`config.mk`:
```
export PLATFORM = sky130hd
export DESIGN_NAME = pipeline_stage_register
export DESIGN_NICKNAME = d
export VERILOG_FILES = /design/src/rtl/mips_pipeline_pkg.sv /design/src/rtl/pipeline_skid_entry.sv /design/src/rtl/pipeline_stage_register.sv
export SDC_FILE = /design/constraint.sdc
export NUM_CORES = 1
export LEC_CHECK = 0
export ABC_AREA = 1
export BUFFER_PORTS_ARGS = -buffer_cell sky130_fd_sc_hd__buf_2
export CAP_MARGIN = 20
export CORE_MARGIN = 2
export CORE_UTILIZATION = 55
export DETAILED_ROUTE_END_ITERATION = 10
export PLACE_DENSITY = 0.79
export SLEW_MARGIN = 20
export SYNTH_ARGS = -nofsm -noshare
export SYNTH_HDL_FRONTEND = slang
export SYNTH_SLANG_ARGS = --single-unit
```
`constraint.sdc`:
```
create_clock -name clk -period 21.5 [get_ports clk]
set_input_delay 1.075 -clock clk [delete_from_list [all_inputs] [get_ports clk]]
set_output_delay 1.075 -clock clk [all_outputs]
set_load 0.05 [all_outputs]
```
`src/rtl/mips_pipeline_pkg.sv`:
```
// mips_pipeline_pkg: stage control/data bundle types, NOP control constants, and entry-count helper.
package mips_pipeline_pkg;
  typedef struct packed {
    logic       register_write;
    logic       memory_to_register;
    logic       memory_write;
    logic       alu_source;
    logic       register_destination;
    logic       halt;
    logic [5:0] alu_op;
    logic [3:0] hi_lo_op;
  } ctrl_execute_t;
  typedef struct packed {
    logic [31:0] pc;
    logic [31:0] read_data_1;
    logic [31:0] read_data_2;
    logic [31:0] immediate;
  } data_execute_t;
  typedef struct packed {
    logic       register_write;
    logic       memory_to_register;
    logic       memory_write;
    logic       halt;
  } ctrl_memory_t;
  typedef struct packed {
    logic [31:0] pc;
    logic [31:0] alu_result;
    logic [31:0] write_data;
    logic [4:0]  write_register;
  } data_memory_t;
  typedef struct packed {
    logic       register_write;
    logic       memory_to_register;
    logic       halt;
  } ctrl_writeback_t;
  typedef struct packed {
    logic [31:0] alu_result;
    logic [31:0] read_data;
    logic [4:0]  write_register;
  } data_writeback_t;
  localparam ctrl_execute_t   CTRL_EXECUTE_NOP   = '0;
  localparam ctrl_memory_t    CTRL_MEMORY_NOP    = '0;
  localparam ctrl_writeback_t CTRL_WRITEBACK_NOP = '0;
  function automatic logic [1:0] entry_count(input logic a, input logic b);
    return {1'b0, a} + {1'b0, b};
  endfunction
endpackage

```
`src/rtl/pipeline_skid_entry.sv`:
```
// pipeline_skid_entry: one valid+control+data register; kill returns control to its bubble value.
module pipeline_skid_entry #(
  parameter int CTRL_WIDTH = 16,
  parameter int DATA_WIDTH = 128,
  parameter logic [CTRL_WIDTH-1:0] CTRL_RESET = '0
) (
  input  logic                  clk,
  input  logic                  reset,
  input  logic                  load,
  input  logic                  kill,
  input  logic                  zero_data,
  input  logic [CTRL_WIDTH-1:0] ctrl_d,
  input  logic [DATA_WIDTH-1:0] data_d,
  output logic                  valid,
  output logic [CTRL_WIDTH-1:0] ctrl_q,
  output logic [DATA_WIDTH-1:0] data_q
);
  always_ff @(posedge clk or posedge reset)
    if (reset) begin
      valid  <= 1'b0;
      ctrl_q <= CTRL_RESET;
      data_q <= '0;
    end else if (kill) begin
      valid  <= 1'b0;
      ctrl_q <= CTRL_RESET;
      data_q <= zero_data ? '0 : data_q;
    end else if (load) begin
      valid  <= 1'b1;
      ctrl_q <= ctrl_d;
      data_q <= data_d;
    end
endmodule

```
`src/rtl/pipeline_stage_register.sv`:
```
// pipeline_stage_register: elastic valid/ready stage with main+skid entries, flush and occupancy.
module pipeline_stage_register
  import mips_pipeline_pkg::*;
#(
  parameter int CTRL_WIDTH = $bits(ctrl_execute_t),
  parameter int DATA_WIDTH = $bits(data_execute_t),
  parameter logic [CTRL_WIDTH-1:0] CTRL_RESET = CTRL_WIDTH'(CTRL_EXECUTE_NOP),
  parameter bit DATA_ZERO_ON_FLUSH = 1'b0
) (
  input  logic                  clk,
  input  logic                  reset,
  input  logic                  flush,
  input  logic                  in_valid,
  output logic                  in_ready,
  input  logic [CTRL_WIDTH-1:0] ctrl_in,
  input  logic [DATA_WIDTH-1:0] data_in,
  output logic                  out_valid,
  input  logic                  out_ready,
  output logic [CTRL_WIDTH-1:0] ctrl_out,
  output logic [DATA_WIDTH-1:0] data_out,
  output logic [1:0]            occupancy
);
  logic                  skid_valid;
  logic [CTRL_WIDTH-1:0] skid_ctrl;
  logic [DATA_WIDTH-1:0] skid_data;
  logic accept, fire, zero_data;
  logic main_load, main_kill, skid_load, skid_kill;
  // in_ready sees only registered state and flush, never out_ready
  assign in_ready  = ~skid_valid & ~flush;
  assign accept    = in_valid & in_ready;
  assign fire      = out_valid & out_ready;
  assign zero_data = flush & DATA_ZERO_ON_FLUSH;
  assign main_load = ~flush & (fire ? (skid_valid | accept) : (~out_valid & accept));
  assign main_kill = flush | (fire & ~skid_valid & ~accept);
  assign skid_load = ~flush & ~fire & out_valid & accept;
  assign skid_kill = flush | (fire & skid_valid);
  assign occupancy = entry_count(out_valid, skid_valid);
  pipeline_skid_entry #(
    .CTRL_WIDTH(CTRL_WIDTH), .DATA_WIDTH(DATA_WIDTH), .CTRL_RESET(CTRL_RESET)
  ) u_main (
    .clk(clk), .reset(reset), .load(main_load), .kill(main_kill), .zero_data(zero_data),
    .ctrl_d(skid_valid ? skid_ctrl : ctrl_in), .data_d(skid_valid ? skid_data : data_in),
    .valid(out_valid), .ctrl_q(ctrl_out), .data_q(data_out)
  );
  pipeline_skid_entry #(
    .CTRL_WIDTH(CTRL_WIDTH), .DATA_WIDTH(DATA_WIDTH), .CTRL_RESET(CTRL_RESET)
  ) u_skid (
    .clk(clk), .reset(reset), .load(skid_load), .kill(skid_kill), .zero_data(zero_data),
    .ctrl_d(ctrl_in), .data_d(data_in),
    .valid(skid_valid), .ctrl_q(skid_ctrl), .data_q(skid_data)
  );
endmodule

```
==> reports/qor.tcl <==
set qor(clock_tree.htree_level_count) 1
set qor(grt_setup_unrepaired) {false}
set qor(net_count_synth) 1744
set qor(synth_simple_gate_area_share_pct) 24.4
set qor(clock_sink_count) 290
set qor(post-route-drc-count) 0
set qor(r2r_cells) 8
set qor(synth_top_area_share_pct) 53.8
set qor(netlist_instances) 1594
set qor(cap_violations) 0
set qor(layout-drive-gt1-share_pct) 25.1
set qor(yosys-top-cells-area) {dfrtp_1 54%, nand2_1 17%, nand3_1 7.1%}
set qor(finalHoldViolations) 0
set qor(fin_crit_sh_pct) 20.2
set qor(pwr_density_cell_nw_per_um2) 108
set qor(yosys.area_share.xor_xnor_pct) 0
set qor(placement.io_buffers) 296
set qor(clk_pin_slew_worst_paths_ns) 0.06
set qor(run_status) {completed}
set qor(cp-start-kind) {flop}
set qor(fin_setup_tns_ns) 0
set qor(groute.usage.overall_pct) 25.0
set qor(detail_route.wl_per_cell_um) 14.9
set qor(static-leakage-power_nw) 8.61
set qor(p_switching_mw) 0.614
set qor(drt_iter0_markers) 925
set qor(int_power_mw) 1.08
set qor(gate_power_share_pct) 26.3
set qor(grt_start_max_net_pins) 138
set qor(grt_overflow) 0
set qor(synth_adder_area_share_pct) 0.0928
set qor(min_period_ns) 4.34
set qor(cts_setup_buffers) 0
set qor(placement_rows) 57
set qor(worstPathRequired_ns) 21.97
set qor(synth_compound_area_share_pct) 12.1
set qor(slew-limit-headroom_pct) 30.4
set qor(area_growth_syn_to_layout_pct) 16.8
set qor(synth_top_family_by_area) {simple AND/OR/NAND/NOR gates}
set qor(startpoint) {u_skid.valid}
set qor(regToRegEndpoint) {u_main.data_q[37]}
set qor(die_area_um2) 25800
set qor(power.sequential.fraction_pct) 41.9
set qor(total_power_mw) 1.70
set qor(postRouteAntennaNets) 0
set qor(report.final.slew_viol_count) 0
set qor(routed_wl_um) 32300
set qor(holdCritPathClass) {reg2reg}
set qor(viasPerCell) 5.23
set qor(cts_made_buffers) 30
set qor(die_h_um) 161
set qor(placeableCoreArea_um2) 24200
set qor(clock_tree.buffer_depth) 3
set qor(final_area_um2) 15700
set qor(max_clock_skew_ns) 0.0198
set qor(tightestPinTransition_ns) 1.04
set qor(cts-root-buf) {clkbuf_16}
set qor(worstPathArrival_ns) 4.82
set qor(drt_pass1_iterations) 5
set qor(worst_ir_drop_vdd_mv) 0.0726
set qor(clock_tree_from_tritoncts) {built}
set qor(grt_first_pass_wirelength_um) 53200
set qor(critical_path.reg2reg.startpoint) {u_skid.valid}
set qor(num_io_pins) 297
set qor(swShare_pct) 36.2
set qor(final_replace_weighted_congestion) 0.826
set qor(grt_antenna_before_repair) 3
set qor(die_x_um) 161
set qor(synth_seq_cells) 290
set qor(worst_setup_path_end) {u_main.data_q[37]}
set qor(finish.net_count) 1970
set qor(yosys_synthesis_warning_count) 0
set qor(syn-cell-area_um2) 13500
set qor(fmax_mhz) 230
set qor(yosysSeqAreaShare_pct) 53.8
set qor(starting_density_pct) 55.8
set qor(post_dp_cell_area_um2) 14700
set qor(worstSetupEndpointType) {flop}
set qor(critPathMaxFanout) 95
set qor(via_count) 11351
set qor(worst-setup-path-type) {reg2reg}
set qor(hpwl_um) 20400
set qor(cts_hold_buf) 0
set qor(regToRegSetupSlack_ns) 17.16
set qor(yosysTopAreaCell) {dfrtp_1}
set qor(setup_viol) 0
set qor(vias_in_the_first_global_route) 10893
set qor(postSynthAreaPerCell_um2) 8.46
set qor(post_cts_resize_count) 0
set qor(library_cells_used_by_synthesis) 19
set qor(clock_insertion_delay_at_the_later_pin_of_the_skew_report_ns) 0.55
set qor(p_clk_share_pct) 31.9
set qor(yosys-mux-area-fraction_pct) 0
## metal layers
metal	track usage, %	up-vias	share of wire (%)
met2	40.5	384	47
li1	-	5526	-
met3	3.95	78	6.0
met4	10.4	0	3.7
met5	0	-	0
met1	33.8	5363	43
## Yosys cell counts
library cell and n:
clkbuf_1 47, nor3_4 2, o21ai_1 34, ha_1 1, nand2_1 599, nor2_2 1
buf_4 7, nor2_1 3, o21ai_0 128, nand2_4 2, dfrtp_1 290, nand3_1 192
buf_1 1, buf_2 15, buf_6 42, inv_2 2, o21ai_2 94, nand3_2 1
inv_1 133
## power groups by stage
stage                     registers, mW  clock network [mW]  logic, mW
after floorplan                   0.905                   0      0.143
after global placement            0.714                   0      0.439
after detailed placement          0.716                   0      0.448
after CTS                         0.709               0.548      0.449
after global routing              0.721               0.573      0.481
final                             0.710               0.541      0.445
## worst max-delay path: stages (launching register included)
cell	delay, ns
dfrtp_4	0.82
buf_4	0.78
nor2_2	0.08
nand3_2	0.32
nand2_4	0.48
nand2_4	0.63
buf_4	0.81
nand2_1	0.18
nand2_1	0.10
## worst min path at each step
| stage | startpoint | to | slack, ns | cells after the start |
|---|---|---|---|---|
| 5_1_grt | u_main.data_q[39] | u_main.data_q[39] | 0.48 | 2 |
| 3_3_place_gp | u_main.data_q[106] | u_main.data_q[106] | 0.45 | 2 |
| 3_5_place_dp | u_main.data_q[39] | u_main.data_q[39] | 0.45 | 2 |
| 6_report | u_main.data_q[27] | u_main.data_q[27] | 0.47 | 2 |
| 2_1_floorplan | u_skid.data_q[104] | u_skid.data_q[104] | 0.45 | 2 |
| 4_1_cts | u_main.data_q[39] | u_main.data_q[39] | 0.47 | 2 |
## metrics by stage
stage,cells,util [%],hold WS (ns),setup slack [ns]
floorplan,1594,-,0.455,12.42
global placement,2111,60.7,0.448,17.29
detailed placement,2111,60.7,0.453,17.21
CTS,2166,65.0,0.468,17.19
global route,2169,65.1,0.483,16.76
finish,2170,65.1,0.466,17.16
## state kept, by name, summed over array words and instances (netlist names)
register,cells
u_main.data_q,128
u_skid.data_q,128
u_main.ctrl_q,16
u_skid.ctrl_q,16
u_main.valid,1
u_skid.valid,1
## layout make-up
cell class / count / area [µm²]
multi-input combinational: 1057 / 4960
sequential: 290 / 7260
inverter: 135 / 517
tap: 324 / 405
fill: 1997 / 8430
timing repair buffer: 306 / 1560
clock buffer: 43 / 901
clock inverter: 12 / 138
antenna: 3 / 7.51
## kinds of logic after synthesis
family          count (synthesis)
compound gates                256
simple gates                  800
fa+ha+maj                       1
flops                         290
buf+inv                       247
## layout by cell type (no fill, tap or decap), drive strengths merged
cell / count
buf: 306
bufinv: 3
clkbuf: 43
clkinv: 8
clkinvlp: 1
dfrtp: 290
diode: 3
ha: 1
inv: 135
nand2: 601
nand3: 193
nor2: 4
nor3: 2
o21ai: 256
Power figures use the tool's default switching activity.
